<file path="src/rtl/lms_filter_seq.sv">
// Time-multiplexed adaptive LMS FIR filter.
// One shared multiplier walks the taps to form y = sum w[i]*x[n-i], then forms err = d - y,
// then optionally walks the taps again applying w[i] += (err*x[n-i]) >>> (FRAC_BITS+mu).
// All datapath results saturate; any clip raises the sticky sat_flag.
module lms_filter_seq #(
    parameter int DATA_WIDTH = 16,
    parameter int COEF_WIDTH = 16,
    parameter int FRAC_BITS  = 14,
    parameter int ACC_WIDTH  = 40,
    parameter int TAPS       = 8,
    parameter int MU_W       = 5,
    localparam int AW        = $clog2(TAPS)
) (
    input  logic                         clk,
    input  logic                         reset,
    input  logic                         in_valid,
    output logic                         in_ready,
    input  logic signed [DATA_WIDTH-1:0] x_in,
    input  logic signed [DATA_WIDTH-1:0] d_in,
    input  logic        [MU_W-1:0]       mu_shift,
    input  logic                         adapt_en,
    input  logic                         clear_w,
    output logic                         out_valid,
    output logic signed [DATA_WIDTH-1:0] y_out,
    output logic signed [DATA_WIDTH-1:0] err_out,
    output logic                         sat_flag,
    input  logic        [AW-1:0]         w_rd_addr,
    output logic signed [COEF_WIDTH-1:0] w_rd_data
);

    localparam int PW = DATA_WIDTH + COEF_WIDTH;  // x*w product width
    localparam int EW = 2 * DATA_WIDTH;           // err*x product width
    localparam int UW = EW + 1;                   // weight update sum width

    typedef enum logic [1:0] {S_IDLE, S_FILTER, S_ERR, S_UPDATE} state_t;

    // True when an accumulator-width value is representable in DATA_WIDTH bits.
    function automatic logic fits_data(input logic signed [ACC_WIDTH-1:0] v);
        return (v[ACC_WIDTH-1:DATA_WIDTH-1] == {(ACC_WIDTH-DATA_WIDTH+1){v[DATA_WIDTH-1]}});
    endfunction

    // Clip an accumulator-width value to the DATA_WIDTH range.
    function automatic logic signed [DATA_WIDTH-1:0] sat_data(input logic signed [ACC_WIDTH-1:0] v);
        if (fits_data(v)) begin
            return v[DATA_WIDTH-1:0];
        end else if (v[ACC_WIDTH-1]) begin
            return {1'b1, {(DATA_WIDTH-1){1'b0}}};
        end else begin
            return {1'b0, {(DATA_WIDTH-1){1'b1}}};
        end
    endfunction

    // True when an update-sum value is representable in COEF_WIDTH bits.
    function automatic logic fits_coef(input logic signed [UW-1:0] v);
        return (v[UW-1:COEF_WIDTH-1] == {(UW-COEF_WIDTH+1){v[COEF_WIDTH-1]}});
    endfunction

    // Clip an update-sum value to the COEF_WIDTH range.
    function automatic logic signed [COEF_WIDTH-1:0] sat_coef(input logic signed [UW-1:0] v);
        if (fits_coef(v)) begin
            return v[COEF_WIDTH-1:0];
        end else if (v[UW-1]) begin
            return {1'b1, {(COEF_WIDTH-1){1'b0}}};
        end else begin
            return {1'b0, {(COEF_WIDTH-1){1'b1}}};
        end
    endfunction

    state_t                         state_q;
    logic        [AW-1:0]           idx_q;
    logic signed [DATA_WIDTH-1:0]   x_q [TAPS];
    logic signed [COEF_WIDTH-1:0]   w_q [TAPS];
    logic signed [ACC_WIDTH-1:0]    acc_q;
    logic signed [DATA_WIDTH-1:0]   d_q;
    logic signed [DATA_WIDTH-1:0]   e_q;
    logic signed [DATA_WIDTH-1:0]   y_q;
    logic signed [DATA_WIDTH-1:0]   err_q;
    logic        [MU_W-1:0]         mu_q;
    logic                           adapt_q;
    logic                           out_valid_q;
    logic                           sat_q;

    logic signed [DATA_WIDTH-1:0]   x_cur_s;
    logic signed [COEF_WIDTH-1:0]   w_cur_s;
    logic signed [PW-1:0]           mac_prod_s;
    logic signed [ACC_WIDTH-1:0]    acc_d;
    logic signed [ACC_WIDTH-1:0]    y_wide_s;
    logic signed [DATA_WIDTH-1:0]   y_d;
    logic                           y_clip_s;
    logic signed [DATA_WIDTH:0]     diff_s;
    logic signed [ACC_WIDTH-1:0]    e_wide_s;
    logic signed [DATA_WIDTH-1:0]   e_d;
    logic                           e_clip_s;
    logic signed [EW-1:0]           upd_prod_s;
    logic signed [EW-1:0]           upd_delta_s;
    logic signed [UW-1:0]           w_sum_s;
    logic signed [COEF_WIDTH-1:0]   w_upd_d;
    logic                           w_clip_s;
    logic signed [COEF_WIDTH-1:0]   w_rd_s;

    // Shared datapath: MAC step, output/error formation and weight update for the current tap.
    always_comb begin
        x_cur_s     = x_q[idx_q];
        w_cur_s     = w_q[idx_q];
        mac_prod_s  = PW'(x_cur_s) * PW'(w_cur_s);
        acc_d       = acc_q + ACC_WIDTH'(mac_prod_s);
        y_wide_s    = acc_q >>> FRAC_BITS;
        y_clip_s    = !fits_data(y_wide_s);
        y_d         = sat_data(y_wide_s);
        diff_s      = (DATA_WIDTH+1)'(d_q) - (DATA_WIDTH+1)'(y_d);
        e_wide_s    = ACC_WIDTH'(diff_s);
        e_clip_s    = !fits_data(e_wide_s);
        e_d         = sat_data(e_wide_s);
        upd_prod_s  = EW'(e_q) * EW'(x_cur_s);
        upd_delta_s = upd_prod_s >>> (FRAC_BITS + int'(mu_q));
        w_sum_s     = UW'(w_cur_s) + UW'(upd_delta_s);
        w_clip_s    = !fits_coef(w_sum_s);
        w_upd_d     = sat_coef(w_sum_s);
    end

    // Weight readback mux; addresses with no tap behind them read as zero.
    always_comb begin
        w_rd_s = '0;
        for (int i = 0; i < TAPS; i++) begin
            w_rd_s = (w_rd_addr == AW'(i)) ? w_q[i] : w_rd_s;
        end
    end

    // Sequencer: accept, MAC over taps, form outputs, optional weight update, with clear/reset.
    always_ff @(posedge clk) begin
        if (!reset) begin
            state_q     <= S_IDLE;
            idx_q       <= '0;
            acc_q       <= '0;
            d_q         <= '0;
            e_q         <= '0;
            y_q         <= '0;
            err_q       <= '0;
            mu_q        <= '0;
            adapt_q     <= 1'b0;
            out_valid_q <= 1'b0;
            sat_q       <= 1'b0;
            for (int i = 0; i < TAPS; i++) begin
                x_q[i] <= '0;
                w_q[i] <= '0;
            end
        end else if (clear_w) begin
            // Drop any in-flight sample; delay line and held outputs survive.
            state_q     <= S_IDLE;
            idx_q       <= '0;
            out_valid_q <= 1'b0;
            sat_q       <= 1'b0;
            for (int i = 0; i < TAPS; i++) begin
                w_q[i] <= '0;
            end
        end else begin
            out_valid_q <= 1'b0;
            case (state_q)
                S_IDLE: begin
                    if (in_valid) begin
                        x_q[0] <= x_in;
                        for (int i = 1; i < TAPS; i++) begin
                            x_q[i] <= x_q[i-1];
                        end
                        d_q     <= d_in;
                        mu_q    <= mu_shift;
                        adapt_q <= adapt_en;
                        acc_q   <= '0;
                        idx_q   <= '0;
                        state_q <= S_FILTER;
                    end else begin
                        state_q <= S_IDLE;
                    end
                end
                S_FILTER: begin
                    acc_q <= acc_d;
                    idx_q <= idx_q + AW'(1);
                    if (idx_q == AW'(TAPS-1)) begin
                        state_q <= S_ERR;
                    end else begin
                        state_q <= S_FILTER;
                    end
                end
                S_ERR: begin
                    y_q         <= y_d;
                    err_q       <= e_d;
                    e_q         <= e_d;
                    out_valid_q <= 1'b1;
                    sat_q       <= sat_q | y_clip_s | e_clip_s;
                    idx_q       <= '0;
                    state_q     <= adapt_q ? S_UPDATE : S_IDLE;
                end
                S_UPDATE: begin
                    w_q[idx_q] <= w_upd_d;
                    sat_q      <= sat_q | w_clip_s;
                    idx_q      <= idx_q + AW'(1);
                    if (idx_q == AW'(TAPS-1)) begin
                        state_q <= S_IDLE;
                    end else begin
                        state_q <= S_UPDATE;
                    end
                end
                default: begin
                    state_q <= S_IDLE;
                end
            endcase
        end
    end

    assign in_ready  = (state_q == S_IDLE) && reset;
    assign out_valid = out_valid_q;
    assign y_out     = y_q;
    assign err_out   = err_q;
    assign sat_flag  = sat_q;
    assign w_rd_data = w_rd_s;

endmodule
</file>
<file path="config.mk">
export PLATFORM = sky130hd
export DESIGN_NAME = lms_filter_seq
export DESIGN_NICKNAME = d
export VERILOG_FILES = /design/src/rtl/lms_filter_seq.sv
export SDC_FILE = /design/constraint.sdc
export NUM_CORES = 2
export LEC_CHECK = 0
export CAP_MARGIN = 25
export CORE_ASPECT_RATIO = 0.8
export CORE_MARGIN = 1.5
export CORE_UTILIZATION = 55
export DETAILED_ROUTE_END_ITERATION = 10
export PLACE_DENSITY = 0.75
export SYNTH_ARGS = -nofsm -noshare
export SYNTH_HDL_FRONTEND = slang
export SYNTH_SLANG_ARGS = --single-unit
</file>
<file path="constraint.sdc">
create_clock -name clk -period 18.2 [get_ports clk]
set_input_delay 3.64 -clock clk [delete_from_list [all_inputs] [get_ports clk]]
set_output_delay 3.64 -clock clk [all_outputs]
set_load 0.005 [all_outputs]
</file>
## Yosys cells after proc, flatten, opt, wreduce, memory -nomap -nowiden

Memories as Yosys holds them, arrays and structs flattened. A register that Yosys moved wholly into a read port is not among the register bits.
Cells that the tools add are included.

| cells by class | value |
|---|---|
| add/sub/neg operators | 5 |
| multipliers | 2 |
| eq/ne operators | 15 |
| shift operators | 1 |
| mux-type cells | 61 |
| bitwise gates (word level) | 21 |
| reductions and logical operators | 14 |

Operator list:

| kind | number |
|---|---|
| 16-bit two-way mux | 31 |
| 40-bit case mux with 2 select lines | 1 |
| 16-bit by 16-bit multiplier with 32-bit output | 2 |
| 24-bit == test | 2 |
| 40-bit by 32-bit adder with 40-bit output | 1 |
| 40-bit two-way mux | 1 |
| 16-bit by 32-bit adder with 33-bit output | 1 |
| 32-bit by 6-bit >>> shifter with 32-bit output | 1 |
| 1-bit bitwise OR | 19 |
| 3-bit two-way mux | 6 |
| 17-bit == test | 1 |
| 16-bit by 16-bit subtractor with 17-bit output | 1 |
| 1-bit two-way mux | 16 |
| 16-bit OR reduction | 1 |
| 3-bit == test (second input constant) | 5 |
| 3-bit case mux with 3 select lines | 1 |
| 2-bit case mux with 4 select lines | 1 |
| 4-bit by 5-bit adder with 6-bit output (first input constant) | 1 |
| 3-bit by 2-bit == test with 1-bit output (second input constant) | 2 |
| 2-bit two-way mux | 3 |
| 3-bit AND reduction | 2 |
| 2-bit == test (second input constant) | 2 |
| 2-bit nonzero test | 2 |
| 2-bit OR reduction | 2 |
| 11 further kinds | 14 |

| storage, ports and cells | value |
|---|---|
| bits in registers | 101 |
| bits in writable memories | 256 |
| output and inout port bits | 51 |
| memories | 2 |

Memory list:

| name | words | bits a word | read ports | clocked after memory_dff | write ports | line | source |
|---|---|---|---|---|---|---|---|
| w_q | 8 | 16 | 9 | 1 | 8 | 72 | `logic signed [COEF_WIDTH-1:0] w_q [TAPS];` |
| x_q | 8 | 16 | 8 | 1 | 8 | 71 | `logic signed [DATA_WIDTH-1:0] x_q [TAPS];` |

## Depth between registers and ports, before layout

| logic depth | value |
|---|---|
| depth in word-level cells | 9 |
| depth in mapped cells | 46 |
| depth with buffers taken out | 41 |

## Least setup slack after synthesis

Ideal clock, no wire load.

| timing | value |
|---|---|
| path type | reg-to-reg |
| start | register with a tool-made name |
| end | memory w_q[5][13], data pin |
| library setup time | 0.264 ns |
| arrival time | 12.777 ns |
| required time | 17.936 ns |
| setup slack | 5.159 ns |
| cell stages (with the launch flop) | 42 |
| path buffers | 6 |
| clock period less this slack | 13.041 ns |
| path through | dfxtp_1 -> clkbuf_1 -> clkbuf_1 -> buf_1 -> mux4_2 -> mux2_2 -> clkbuf_1 -> nand2_1 -> inv_1 -> fa_1 -> fa_1 -> inv_1 -> fa_1 -> fa_1 -> fa_1 -> fa_1 -> inv_1 -> ha_1 -> (+6 left out) -> mux4_2 -> mux2i_1 -> mux2i_1 -> o221ai_1 -> ha_1 -> fa_1 -> a211oi_1 -> o21ai_1 -> nand4_1 -> a31oi_2 -> a21oi_1 -> a31oi_4 -> or4b_1 -> nor4b_4 -> a21oi_2 -> buf_6 -> a21oi_4 -> nor2_1 |

RTL lines:

| item | line |
|---|---|
| end: declaration | 72 |

==> results.txt <==
R2R Setup Slk: 4.23 ns
RSZ-0062 raised after global routing: false
Fin. max-slew vios: 0
Crit-path max FO: 31
Final ANT Viol Nets: 0
Max Freq: 71.6 MHz
CTS tree: done
Post-Syn Area per Cell: 9.82 um2
First-pass GRT wire length: 190000 um
Via count: 33100
Crit. End Element: flop
Sequential fraction of the synthesis area: 0.228
Reg clk slew, reported paths: 0.06 ns
Cell Count, Final, Fillers Out: 5428
Pin count of the biggest net entering global routing: 104
Ys flop type: edfxtp_1
Sequential cell area: 0.00978 mm2
Worst EP arrival: 14.31 ns
Cell mode on critical path: fa_1
Setup violators final: 0
Max stage delay on crit path: 0.80 ns
Post-Place Cells: 5347
Total GRT Usage: 0.310
Vert. Die Dim: 253 um
Asr flop ratio synth: 0
Yosys warning total: 0
Wirelength per Cell: 22.2 um
Die ar.: 0.0798 mm2
Worst hold stages: 2
Via density: 6.10
Total congestion overflow: 0
Worst hold start: y_out[15]
CORE AREA: 0.0772 mm2
Worst skew pair latency: 0.63 ns
EDFF count, synth: 256
Crit path launch type: flop
Critical Path RT: 18.54 ns
Width of the die: 315 um
GPL Wtd Cong: 0.984
Post-Synthesis Cells: 4372
Post-synth net total: 5259
Crit Path Category: reg2reg
Row count: 91
Maximum vdd drop: 103 uV
Sequential Power Share: 0.236
Area of the multi-input gates: 0.0300 mm2
Setup TNS: 0 ns
Min Hold Slack: 0.470 ns
Hold EP: y_out[15]
Psw: 0.00178 W
Synthesized area: 0.0429 mm2
FF-to-FF End: w_q[7][2]
Hold Path Class: reg2reg
Root Buffer: clkbuf_16
Post-route DRC: 0
Pre-CTS setup slack: 4.50 ns
Nets: 5257
Slew headroom: 0.307
R2R cell count: 37
Internal cell power: 0.00226 W
PwrDens: 87.0 mW/mm2
IO Pins: 96
Power share of the clock group: 0.224
I/O Buffers: 95
Comb pwr share: 0.540
Num CTS Buffers: 42
Number of synthesized register bits: 360
P_leak: 20.1 nW
Final WL: 121000 um
H-tree depth: 2
Initial antenna violation count: 2
Synth cell types: 91
DP HPWL: 90600 um
Starting DRT DRC Count: 3628
Fillers: 6367
Total setup buffers inserted after CTS: 0
Fin crit share: 0.767
DRT Pass-1 Iters: 8
Placed Area: 0.0449 mm2
Post-route cell area: 0.0464 mm2
Final worst slack: 4.23 ns
Synth-to-layout area growth: 8.10%
CTS Buffer Depth: 3
Clock sink total: 360
Share of layout cells above drive strength 1: 0.0722
Final setup skew: 0.0486 ns
Sw Ratio: 0.440
Final min period: 13.97 ns
Max capacitance violation total: 0
CP max-delay cell: a31oi_4
Vias in the first global route: 33200
Final Hold Vio Count: 0
Initial Util: 0.556
Status: complete, no violations
Slew @ Worst Pin: 1.04 ns
# hold bufs at CTS: 0
Post-CTS sizing: 0
area by class of cell:
| cell class | count | area share |
|---|---|---|
| diodes | 1 | 0.0000539 |
| clock buffers | 52 | 0.0243 |
| clock inverters | 26 | 0.00739 |
| inverters | 662 | 0.0536 |
| multi-input cells | 3152 | 0.646 |
| flip-flops and latches | 360 | 0.211 |
| well taps | 1023 | 0.0276 |
| repair buffers | 152 | 0.0306 |
critical path, delay by kind of cell (launching register included):
family / cells / cell delay [ns]
compound gates: 13 / 4.00
xor+xnor: 1 / 0.17
fa+ha+maj: 8 / 4.18
buf+inv: 6 / 1.37
flops: 1 / 0.76
mux: 2 / 1.25
simple gates: 7 / 1.88
metrics by stage:
step                 util  power (W)
floorplan               -    0.00243
global placement    0.581    0.00303
detailed placement  0.582    0.00304
CTS                 0.601    0.00398
global route        0.601    0.00428
finish              0.601    0.00404
power groups by stage:
stage                     sequential, W  clock [W]  combinational, W
after floorplan                0.000954          0           0.00148
after global placement         0.000968          0           0.00206
after detailed placement       0.000968          0           0.00207
after CTS                      0.000952   0.000909           0.00211
after global routing           0.000957   0.000942           0.00238
final                          0.000953   0.000903           0.00218
synth_stat cells, types with 30 or more instances:
library cell  instances  area (um2)
inv_1               658        2470
fa_1                594       11900
nand2_1             430        1610
nor2_1              358        1340
and2_1              265        1660
edfxtp_1            256        7690
ha_1                248        3100
clkbuf_1            163         612
o21ai_0             163         816
a21oi_1             159         796
dfxtp_1             104        2080
mux4_2               84        1890
xnor2_1              73         639
nor2b_1              67         419
mux2i_1              51         510
mux2_2               41         462
nand3_1              38         190
a22o_1               37         324
a21o_1               36         270
xor2_1               35         307
nor3_1               33         165
a22oi_1              31         233
a31oi_1              31         194
buf_1                30         113
worst max-delay path by stage:
stage	startpoint	endpoint	slack (ns)	cells after the start
floorplan	flop	w_q[5][13]	5.16	41
global placement	flop	w_q[2][2]	4.04	37
detailed placement	flop	w_q[1][7]	4.50	37
CTS	flop	w_q[7][2]	4.43	37
global route	flop	w_q[5][2]	3.43	37
finish	flop	w_q[7][2]	4.23	37
layout by cell type (no fill, tap or decap), drive strengths merged, types with 104 or more instances in the layout:
cell type  Yosys  routed
a21oi        167     167
and2         265     265
dfxtp        104     104
edfxtp       256     256
fa           594     594
ha           248     248
inv          659     661
nand2        430     430
nor2         367     367
o21ai        167     167
state kept, by name, summed over array words and instances (netlist names), 2 cells and up, named ones only:
| signal | cells |
|---|---|
| state_q | 2 |
| y_out | 16 |
| mu_q | 5 |
| d_q | 16 |
| acc_q | 40 |
| w_q | 128 |
| x_q | 128 |
| err_out | 16 |
| idx_q | 3 |
logic make-up (layout without fill, tap and decap cells):
logic type               Yosys count  count (layout)  share of synthesized area
XOR/XNOR                         108             108                     0.0220
AND/OR/NAND/NOR                 1335            1335                      0.149
adder cells (fa/ha/maj)          857             857                      0.353
other                              0               1                          0
AO/OA/AOI/OAI                    675             675                      0.106
flip-flops                       360             360                      0.228
buffers and inverters            860             892                     0.0757
multiplexers                     177             177                     0.0670
metal layers:
layer	vias up	track usage	part of all wire
li1	14500	-	-
met5	-	0	0
met1	16500	0.449	0.41
met4	0	0.101	0.034
met2	1903	0.461	0.44
met3	243	0.0702	0.12
Note: power is estimated with default switching activity, not from simulation.
